--- src/rtl/raster_pkg.sv ---
// Shared types and defaults for the raster frame scheduler and its triangle queue.
package raster_pkg;

    localparam int DEF_COORD_WIDTH = 16;
    localparam int DEF_H_RES       = 320;
    localparam int DEF_V_RES       = 240;

    typedef enum logic [2:0] {
        IDLE,
        CLEAR,
        FETCH,
        LAUNCH,
        WAIT,
        SWAP
    } sched_state_t;

    // Vertex order on the wire: x0 occupies the MSBs, y2 the LSBs.
    typedef struct packed {
        logic [DEF_COORD_WIDTH-1:0] x0;
        logic [DEF_COORD_WIDTH-1:0] y0;
        logic [DEF_COORD_WIDTH-1:0] x1;
        logic [DEF_COORD_WIDTH-1:0] y1;
        logic [DEF_COORD_WIDTH-1:0] x2;
        logic [DEF_COORD_WIDTH-1:0] y2;
    } tri_t;

endpackage

--- src/rtl/tri_fifo.sv ---
// Synchronous first-word-fall-through FIFO; rd_data shows the head entry whenever empty is low.
module tri_fifo #(
    parameter int WIDTH = 97,
    parameter int DEPTH = 8
) (
    input  logic             clk_in,
    input  logic             rst_in,
    input  logic             push,
    input  logic             pop,
    input  logic [WIDTH-1:0] wr_data,
    output logic [WIDTH-1:0] rd_data,
    output logic             full,
    output logic             empty
);

    localparam int AW = $clog2(DEPTH);
    localparam logic [AW:0]   FULL_CNT = (AW+1)'(DEPTH);
    localparam logic [AW:0]   CNT_ONE  = (AW+1)'(1);
    localparam logic [AW-1:0] PTR_ONE  = AW'(1);

    logic [WIDTH-1:0] mem [DEPTH];
    logic [AW-1:0]    wr_ptr;
    logic [AW-1:0]    rd_ptr;
    logic [AW:0]      count;
    logic             push_ok;
    logic             pop_ok;

    assign full    = (count == FULL_CNT);
    assign empty   = (count == '0);
    assign push_ok = push && !full;
    assign pop_ok  = pop && !empty;
    assign rd_data = mem[rd_ptr];

    always_ff @(posedge clk_in) begin
        if (push_ok) begin
            mem[wr_ptr] <= wr_data;
        end
    end

    // Pointers wrap naturally because DEPTH is a power of two.
    always_ff @(posedge clk_in or negedge rst_in) begin
        if (!rst_in) begin
            wr_ptr <= '0;
            rd_ptr <= '0;
            count  <= '0;
        end else begin
            if (push_ok) begin
                wr_ptr <= wr_ptr + PTR_ONE;
            end
            if (pop_ok) begin
                rd_ptr <= rd_ptr + PTR_ONE;
            end
            case ({push_ok, pop_ok})
                2'b10:   count <= count + CNT_ONE;
                2'b01:   count <= count - CNT_ONE;
                default: count <= count;
            endcase
        end
    end

endmodule

--- src/rtl/raster_scheduler.sv ---
// Frame controller: clears the back buffer, feeds queued triangles to the rasterizer one at a
// time, then swaps buffers. Handshake: a triangle is taken on any edge where tri_valid_in and
// tri_ready_out are both high; ready depends only on queue fullness, never on valid.
module raster_scheduler
    import raster_pkg::*;
#(
    parameter int COORD_WIDTH = DEF_COORD_WIDTH,
    parameter int QUEUE_DEPTH = 8,
    parameter int H_RES       = DEF_H_RES,
    parameter int V_RES       = DEF_V_RES,
    parameter int CNT_WIDTH   = 16
) (
    input  logic                     clk_in,
    input  logic                     rst_in,
    input  logic                     frame_start_in,
    input  logic                     tri_valid_in,
    output logic                     tri_ready_out,
    input  logic [6*COORD_WIDTH-1:0] tri_in,
    input  logic                     tri_last_in,
    output logic                     rast_start_out,
    output logic [6*COORD_WIDTH-1:0] rast_tri_out,
    input  logic                     rast_busy_in,
    input  logic                     rast_done_in,
    output logic                     clear_valid_out,
    output logic [COORD_WIDTH-1:0]   clear_x_out,
    output logic [COORD_WIDTH-1:0]   clear_y_out,
    output logic                     buf_sel_out,
    output logic                     frame_done_out,
    output logic                     busy_out,
    output logic [CNT_WIDTH-1:0]     tri_count_out,
    output logic                     overrun_out
);

    localparam int TRI_W = 6*COORD_WIDTH;
    localparam logic [COORD_WIDTH-1:0] X_LAST  = COORD_WIDTH'(H_RES-1);
    localparam logic [COORD_WIDTH-1:0] Y_LAST  = COORD_WIDTH'(V_RES-1);
    localparam logic [COORD_WIDTH-1:0] C_ONE   = COORD_WIDTH'(1);
    localparam logic [CNT_WIDTH-1:0]   CNT_ONE = CNT_WIDTH'(1);

    sched_state_t state_q;
    sched_state_t state_d;

    logic             fifo_full;
    logic             fifo_empty;
    logic             fifo_pop;
    logic             fifo_push;
    logic [TRI_W:0]   fifo_rd;
    logic             clear_done;
    logic             start_d;
    logic             start_q;
    logic             last_q;
    logic             buf_q;
    logic             overrun_q;
    logic [TRI_W-1:0]       rast_tri_q;
    logic [COORD_WIDTH-1:0] x_q;
    logic [COORD_WIDTH-1:0] y_q;
    logic [CNT_WIDTH-1:0]   count_q;

    // Gating with rst_in keeps ready low while reset is held.
    assign tri_ready_out = rst_in && !fifo_full;
    assign fifo_push     = tri_valid_in && tri_ready_out;

    tri_fifo #(
        .WIDTH(TRI_W + 1),
        .DEPTH(QUEUE_DEPTH)
    ) u_fifo (
        .clk_in  (clk_in),
        .rst_in  (rst_in),
        .push    (fifo_push),
        .pop     (fifo_pop),
        .wr_data ({tri_in, tri_last_in}),
        .rd_data (fifo_rd),
        .full    (fifo_full),
        .empty   (fifo_empty)
    );

    assign clear_done = (x_q == X_LAST) && (y_q == Y_LAST);

    always_comb begin
        state_d  = state_q;
        fifo_pop = 1'b0;
        start_d  = 1'b0;
        case (state_q)
            IDLE:   if (frame_start_in) state_d = CLEAR;
            CLEAR:  if (clear_done) state_d = FETCH;
            FETCH: begin
                if (!fifo_empty) begin
                    fifo_pop = 1'b1;
                    state_d  = LAUNCH;
                end
            end
            LAUNCH: begin
                if (!rast_busy_in) begin
                    start_d = 1'b1;
                    state_d = WAIT;
                end
            end
            WAIT:   if (rast_done_in) state_d = last_q ? SWAP : FETCH;
            SWAP:   state_d = IDLE;
            default: state_d = IDLE;
        endcase
    end

    always_ff @(posedge clk_in or negedge rst_in) begin
        if (!rst_in) begin
            state_q <= IDLE;
        end else begin
            state_q <= state_d;
        end
    end

    always_ff @(posedge clk_in or negedge rst_in) begin
        if (!rst_in) begin
            x_q        <= '0;
            y_q        <= '0;
            rast_tri_q <= '0;
            last_q     <= 1'b0;
            start_q    <= 1'b0;
            buf_q      <= 1'b0;
            count_q    <= '0;
            overrun_q  <= 1'b0;
        end else begin
            start_q <= start_d;
            if (frame_start_in && state_q == IDLE) begin
                count_q <= '0;
                x_q     <= '0;
                y_q     <= '0;
            end
            if (frame_start_in && state_q != IDLE) begin
                overrun_q <= 1'b1;
            end
            // The sweep wraps both counters to zero after the last pixel.
            if (state_q == CLEAR) begin
                if (x_q == X_LAST) begin
                    x_q <= '0;
                    y_q <= (y_q == Y_LAST) ? '0 : y_q + C_ONE;
                end else begin
                    x_q <= x_q + C_ONE;
                end
            end
            if (fifo_pop) begin
                rast_tri_q <= fifo_rd[TRI_W:1];
                last_q     <= fifo_rd[0];
            end
            if (state_q == WAIT && rast_done_in) begin
                if (count_q != '1) begin
                    count_q <= count_q + CNT_ONE;
                end
                if (last_q) begin
                    buf_q <= ~buf_q;
                end
            end
        end
    end

    assign rast_start_out  = start_q;
    assign rast_tri_out    = rast_tri_q;
    assign clear_valid_out = (state_q == CLEAR);
    assign clear_x_out     = x_q;
    assign clear_y_out     = y_q;
    assign buf_sel_out     = buf_q;
    assign frame_done_out  = (state_q == SWAP);
    assign busy_out        = (state_q != IDLE);
    assign tri_count_out   = count_q;
    assign overrun_out     = overrun_q;

endmodule
--- config.mk ---
export PLATFORM = sky130hd
export DESIGN_NAME = raster_scheduler
export DESIGN_NICKNAME = d
export VERILOG_FILES = /design/src/rtl/raster_pkg.sv /design/src/rtl/tri_fifo.sv /design/src/rtl/raster_scheduler.sv
export SDC_FILE = /design/constraint.sdc
export NUM_CORES = 1
export LEC_CHECK = 0
export ABC_AREA = 1
export ABC_CLOCK_PERIOD_IN_PS = 6000
export BUFFER_PORTS_ARGS = -buffer_cell sky130_fd_sc_hd__buf_4
export CAP_MARGIN = 25
export CORE_MARGIN = 2
export CORE_UTILIZATION = 54
export DETAILED_ROUTE_END_ITERATION = 10
export PLACE_DENSITY = 0.81
export SKIP_CTS_REPAIR_TIMING = 1
export SYNTH_ARGS = -nofsm -noshare
export SYNTH_HDL_FRONTEND = slang
export SYNTH_SLANG_ARGS = --single-unit
export TNS_END_PERCENT = 20
--- constraint.sdc ---
create_clock -name clk_in -period 6 [get_ports clk_in]
set_clock_uncertainty 0.1 [all_clocks]
set_input_delay 1.2 -clock clk_in [delete_from_list [all_inputs] [get_ports clk_in]]
set_output_delay 1.2 -clock clk_in [all_outputs]
set_load 0.01 [all_outputs]
==> Word-level counts from Yosys, hierarchy flattened <==
Memories as Yosys holds them, arrays and structs flattened. A register that Yosys moved wholly into a read port is not among the register bits.
Cells that the tools add are included.
{ "word_totals": {"input_bits": 103, "memories": 1, "ramBits": 776, "register_bits": 64, "out_inout_bits": 151, "word_cells": 77} }
{ "classes": {"n_reduce_logical": 18, "n_addsub": 7, "bitwise": 1, "n_eq_ne": 16, "muxes": 24} }
{ "mem_list": {"columns": ["memory", "words", "width", "rd", "rd_clocked_by_memory_dff", "write_ports", "line_no", "source"], "rows": [
  ["u_fifo.mem", 8, 97, 1, 1, 1, "tri_fifo.sv:21", "logic [WIDTH-1:0] mem [DEPTH];"]
]} }
{ "op_table": {"columns": ["op", "count"], "rows": [
  ["2-to-1 mux 16 bit", 10],
  ["adder 16 x 1 -> 16 bit (second input constant)", 3],
  ["2-to-1 mux 3 bit", 6],
  ["== test 16 x 8 -> 1 bit (second input constant)", 1],
  ["== test 16 x 9 -> 1 bit (second input constant)", 1],
  ["inequality test 16 bit (second input constant)", 1],
  ["one-hot mux 3 bit (5 select lines)", 1],
  ["logical AND 1 bit", 8],
  ["inequality test 2 bit (second input constant)", 4],
  ["one-hot mux 4 bit (2 select lines)", 1],
  ["adder 3 x 1 -> 3 bit (second input constant)", 2],
  ["== test 3 x 2 -> 1 bit (second input constant)", 2],
  ["== test 3 bit (second input constant)", 2],
  ["2-to-1 mux 1 bit", 6],
  ["AND reduction 5 bit", 1],
  ["adder 4 x 1 -> 4 bit (second input constant)", 1],
  ["== test 4 bit (second input constant)", 1],
  ["zero test 4 bit", 1],
  ["nonzero test 2 bit", 2],
  ["subtractor 4 x 1 -> 4 bit (second input constant)", 1],
  ["== test 3 x 1 -> 1 bit (second input constant)", 1],
  ["zero test 1 bit", 3],
  ["zero test 3 bit", 1],
  ["nonzero test 3 bit", 1],
  ["other kinds (5)", 5]
]} }

==> Logic depth before layout (Yosys ltp) <==
{ "logic_depth": {"ltp_word": 7, "ltp_mapped": 14} }

==> Cells and area by module <==
Synthesis repeated with hierarchy kept, for this count alone.
{ "unflattened": {"hier_cells": 4123, "hier_area_um2": 40845.4} }
{ "by_module_without_submodules": {"columns": ["mod", "area_each_um2", "cells_per_inst", "n_inst"], "rows": [
  ["tri_fifo", 33752.4, 3433, 1],
  ["raster_scheduler", 7093.1, 690, 1]
]} }

==> Worst setup path before layout <==
Ideal clock, no wire load.
{ "synth_path": {"path_kind": "input to register", "start": "input port rst_in", "end": "memory u_fifo.mem[0][0], enable pin", "path_slack_ps": -713, "t_required_ps": 5347, "arrival_time_ps": 6059, "setup_time_ps": 553, "path_stages": 5, "cell_sequence": "inv_1 -> a31oi_1 -> nand2_1 -> or2_2 -> nor2_1"} }
{ "synth_between": {"elab_chain_len": 5} }
{ "synth_lines": {"columns": ["item", "line_no", "source"], "rows": [
  ["start, declared", "raster_scheduler.sv:14", "input logic rst_in,"],
  ["logical AND 1 bit", "raster_scheduler.sv:60", "assign tri_ready_out = rst_in && !fifo_full;"],
  ["via tri_ready_out", "raster_scheduler.sv:17", "output logic tri_ready_out,"],
  ["logical AND 1 bit", "raster_scheduler.sv:61", "assign fifo_push = tri_valid_in && tri_ready_out;"],
  ["logical AND 1 bit", "tri_fifo.sv:30", "assign push_ok = push && !full;"],
  ["2-to-1 mux 1 bit", "tri_fifo.sv:35", "if (push_ok) begin"],
  ["2-to-1 mux 1 bit (not written as such)", "tri_fifo.sv:36", "mem[wr_ptr] <= wr_data;"],
  ["end, declared", "tri_fifo.sv:21", null]
]} }
The timed path passes the listed nets, and every way through them passes these cells.

==> Worst setup path after layout <==
{ "layout_path": {"start": "input port rst_in", "end": "memory u_fifo.mem[4][55], enable pin"} }
{ "layout_between": {"elab_chain_len": 5} }
{ "layout_lines": {"columns": ["item", "line_no"], "rows": [
  ["logical AND 1 bit", "raster_scheduler.sv:60"],
  ["logical AND 1 bit", "raster_scheduler.sv:61"],
  ["logical AND 1 bit", "tri_fifo.sv:30"],
  ["2-to-1 mux 1 bit", "tri_fifo.sv:35"],
  ["2-to-1 mux 1 bit (not written as such)", "tri_fifo.sv:36"]
]} }
No other way between the ends.

==> summary.txt <==
Logic synthesis
  – Asr flop ratio synth: 0.172
  – Synth Register Bits: 937
  – Yosys Warn Count: 0
  – Post-synth top area share: 0.626
  – Sequential fraction of the synthesis area: 0.734
  – Mapped Nets: 3182
  – Syn Inst Count: about 3100
  – EDFF count, synth: approximately 780
  – Netlist cell types: 31
  – Main flop type after synthesis: edfxtp_1
  – Syn_area_per_cell: between 10 and 15 um2
  – Mapped Area: approximately 37000 um2
  – Largest cells by area after synthesis: edfxtp_1, dfrtp_1, nor2_1, o21ai_0, nand2_1
  – Synth area leader: edfxtp_1

Global route
  – First-pass GRT wire length: 131 mm
  – Grt peak-use layer: met2
  – GR Layer Usage met3: 0.0356
  – Met2 usage: 0.393
  – Total gr overflow: 0
  – Largest net degree at the start of global routing: 240
  – Met1 Resource Use GR: 0.317
  – Overall global routing resource usage: 0.236
  – Antenna violations before repair: 6
  – Vias in the first global route: between 20000 and 25000

Job
  – Max-cap violations: 0

Pwr
  – Worst VDD drop: roughly 0.30 mV
  – Total power: ~20 mW
  – Leakage power figure: between 15 and 20 nW
  – PD cells: 465 nW/um2

Detailed routing
  – Post-DR vias/cell: 5.76
  – DRC: 0
  – Post-Route WL: between 80 and 90 mm
  – Drt initial violations: around 2700
  – Vias: between 20000 and 25000
  – Avg WL per Cell: 19.9 um
  – Final ANT Viol Nets: 0
  – TritonRoute pass-1 iters: 6

Setup path
  – CP peak stage delay: ~0.6 ns
  – Critical path class: in -> reg
  – Data required, critical path: approximately 6.2 ns
  – CP startpoint kind: input port
  – CP bufs+invs: 3
  – Crit path DAT: between 3 and 4 ns
  – Ordered list of cells on the worst path: clkbuf_8, inv_1, a31oi_1, nand2_1, or2_2, nor2_4, buf_4
  – Delay-heaviest family, CP: simple AND/OR/NAND/NOR gates
  – Crit path max fanout: 37
  – Worst path slowest cell: nor2_4
  – Crit end category: flop

Layout
  – Cell area after layout: ~43000 um2
  – Area Growth Syn to Fin: 15.3%
  – Share of layout cells above drive strength 1: 0.135
  – Post-Layout Cell Count: ~4200
  – Most frequent cells in the layout: edfxtp_1, nor2_1, o21ai_0
  – Most common cell after layout, fill and taps aside: edfxtp_1
  – Nets: about 3400

Floorplanning
  – Starting Density: 0.544
  – Die height: about 270 um
  – Cell row count: 96
  – Core ar.: just under 70000 um2
  – I/O pins: between 200 and 300
  – Die Wd: around 270 um
  – Full die area: 71100 um2

Timing
  – Final hold viol count: 0
  – Worst-Margin Slew: 1.04 ns
  – Fin crit period: 3.38 ns
  – RSZ-0062 raised after global routing: false
  – Slew margin rel.: 0.305
  – Slew Limit Fails: 0
  – Peak Freq: 296 MHz
  – Final setup violating endpoints: 0
  – Final period utilization: 0.564

Clock tree
  – CTS tree: done
  – CTS Buffer Depth: 3
  – CTS Buf Count: 93
  – Clk root buf: clkbuf_16
  – Clock Latency Late Sink: roughly 0.65 ns
  – Max H-tree Level: 3
  – CTS clk-pin slew, worst paths: 0.06 ns
  – CTS sink cnt: 937

Placement
  – Placed Area: 39800 um2
  – Final Wtd Congestion: approximately 0.9
  – Port buffer count: around 250
  – Final HPWL from detailed placement: ~45 mm
  – Cells after DPL: ~4100

Hold path
  – Min-Delay Path Class: in -> async

Outcome
  – Status: finished clean
-- state kept, by name, summed over array words and instances, names as in the netlist --
register,count
overrun_out,1
tri_count_out,16
u_fifo.count,4
u_fifo.rd_ptr,3
u_fifo.mem,776
u_fifo.wr_ptr,3
buf_sel_out,1
clear_y_out,16
rast_start_out,1
state_q,3
rast_tri_out,96
last_q,1
clear_x_out,16
-- area by class of cell --
class                   instances  area (um2)
well taps                     882        1100
repair buffers                290        2310
multi-input cells            1892        8830
fillers                      4926       25500
inverters                      67         269
flip-flops and latches        937       27300
diodes                          4        10.0
clock buffers                 122        2510
clock inverters                53         584
-- routing by layer --
layer	up-vias	part of all wire
met5	-	0.00030
met4	4	0.024
met3	135	0.069
met2	971	0.50
met1	12005	0.41
li1	11328	-
-- report_power, final --
part / internal (mW) / leakage [nW] / total [mW] / switching [mW]
Combinational: 1.90 / 4.99 / 5.87 / 3.97
Sequential: 7.87 / 9.07 / 8.33 / 0.465
Clock: 3.32 / 1.51 / 5.77 / 2.45
-- final timing paths --
check                            startpoint  slack (ns)                 to  depth (start not counted)
min reg2reg                rast_tri_out[48]        0.38   rast_tri_out[48]                          2
min in group clk_in        rast_tri_out[48]        0.38   rast_tri_out[48]                          2
max reg2reg                      state_q[2]        2.91    rast_tri_out[6]                          7
min                                  rst_in        0.36    clear_x_out[14]                          1
max                                  rst_in        2.62  u_fifo.mem[4][55]                          7
max in group asynchronous            rst_in        3.86   u_fifo.rd_ptr[2]                          3
-- cells in the mapped netlist (8+ instances only) --
cell type    n
buf_2       40
o21ai_1    158
o21ai_0    380
inv_1       61
nand2_1    341
nor3_1       9
ha_1         8
nand4_1     13
nor2_1     671
o211ai_1   137
xnor2_1      8
edfxtp_1   776
buf_6       19
buf_1       18
buf_4       10
nand3_1    127
clkbuf_1    88
xor2_1      21
dfrtp_1    161
-- kinds of logic (layout without fill, tap and decap cells) --
kind of cell,after synthesis,count (layout),synth area share
AND/OR/NAND/NOR,1169,1169,0.124
flip-flops,937,937,0.734
AO/OA/AOI/OAI,686,686,0.102
buffers and inverters,242,532,0.0307
XOR/XNOR,29,29,0.00682
adder cells (fa/ha/maj),8,8,0.00269
other,0,4,0
-- stage by stage --
| stage | TNS, ns | utilization | hold slack (ns) | setup WS (ns) |
|---|---|---|---|---|
| 3_5_place_dp | 0 | 0.581 | 0.367 | 1.95 |
| 4_1_cts | 0 | 0.626 | 0.329 | 2.15 |
| 2_1_floorplan | -503.44 | - | 0.392 | -0.713 |
| 6_report | 0 | 0.627 | 0.364 | 2.62 |
| 3_3_place_gp | 0 | 0.581 | 0.362 | 1.96 |
| 5_1_grt | 0 | 0.627 | 0.360 | 2.45 |
-- worst register-to-register path, cell delays in order, from the launching register on --
cell and delay [ns]:
dfrtp_1 0.44, inv_2 0.11, nand3_1 0.18, a31oi_4 0.18
buf_4 0.55, buf_4 0.84, o21ai_0 0.39, o21ai_1 0.20
(Power assumes the default switching activity.)
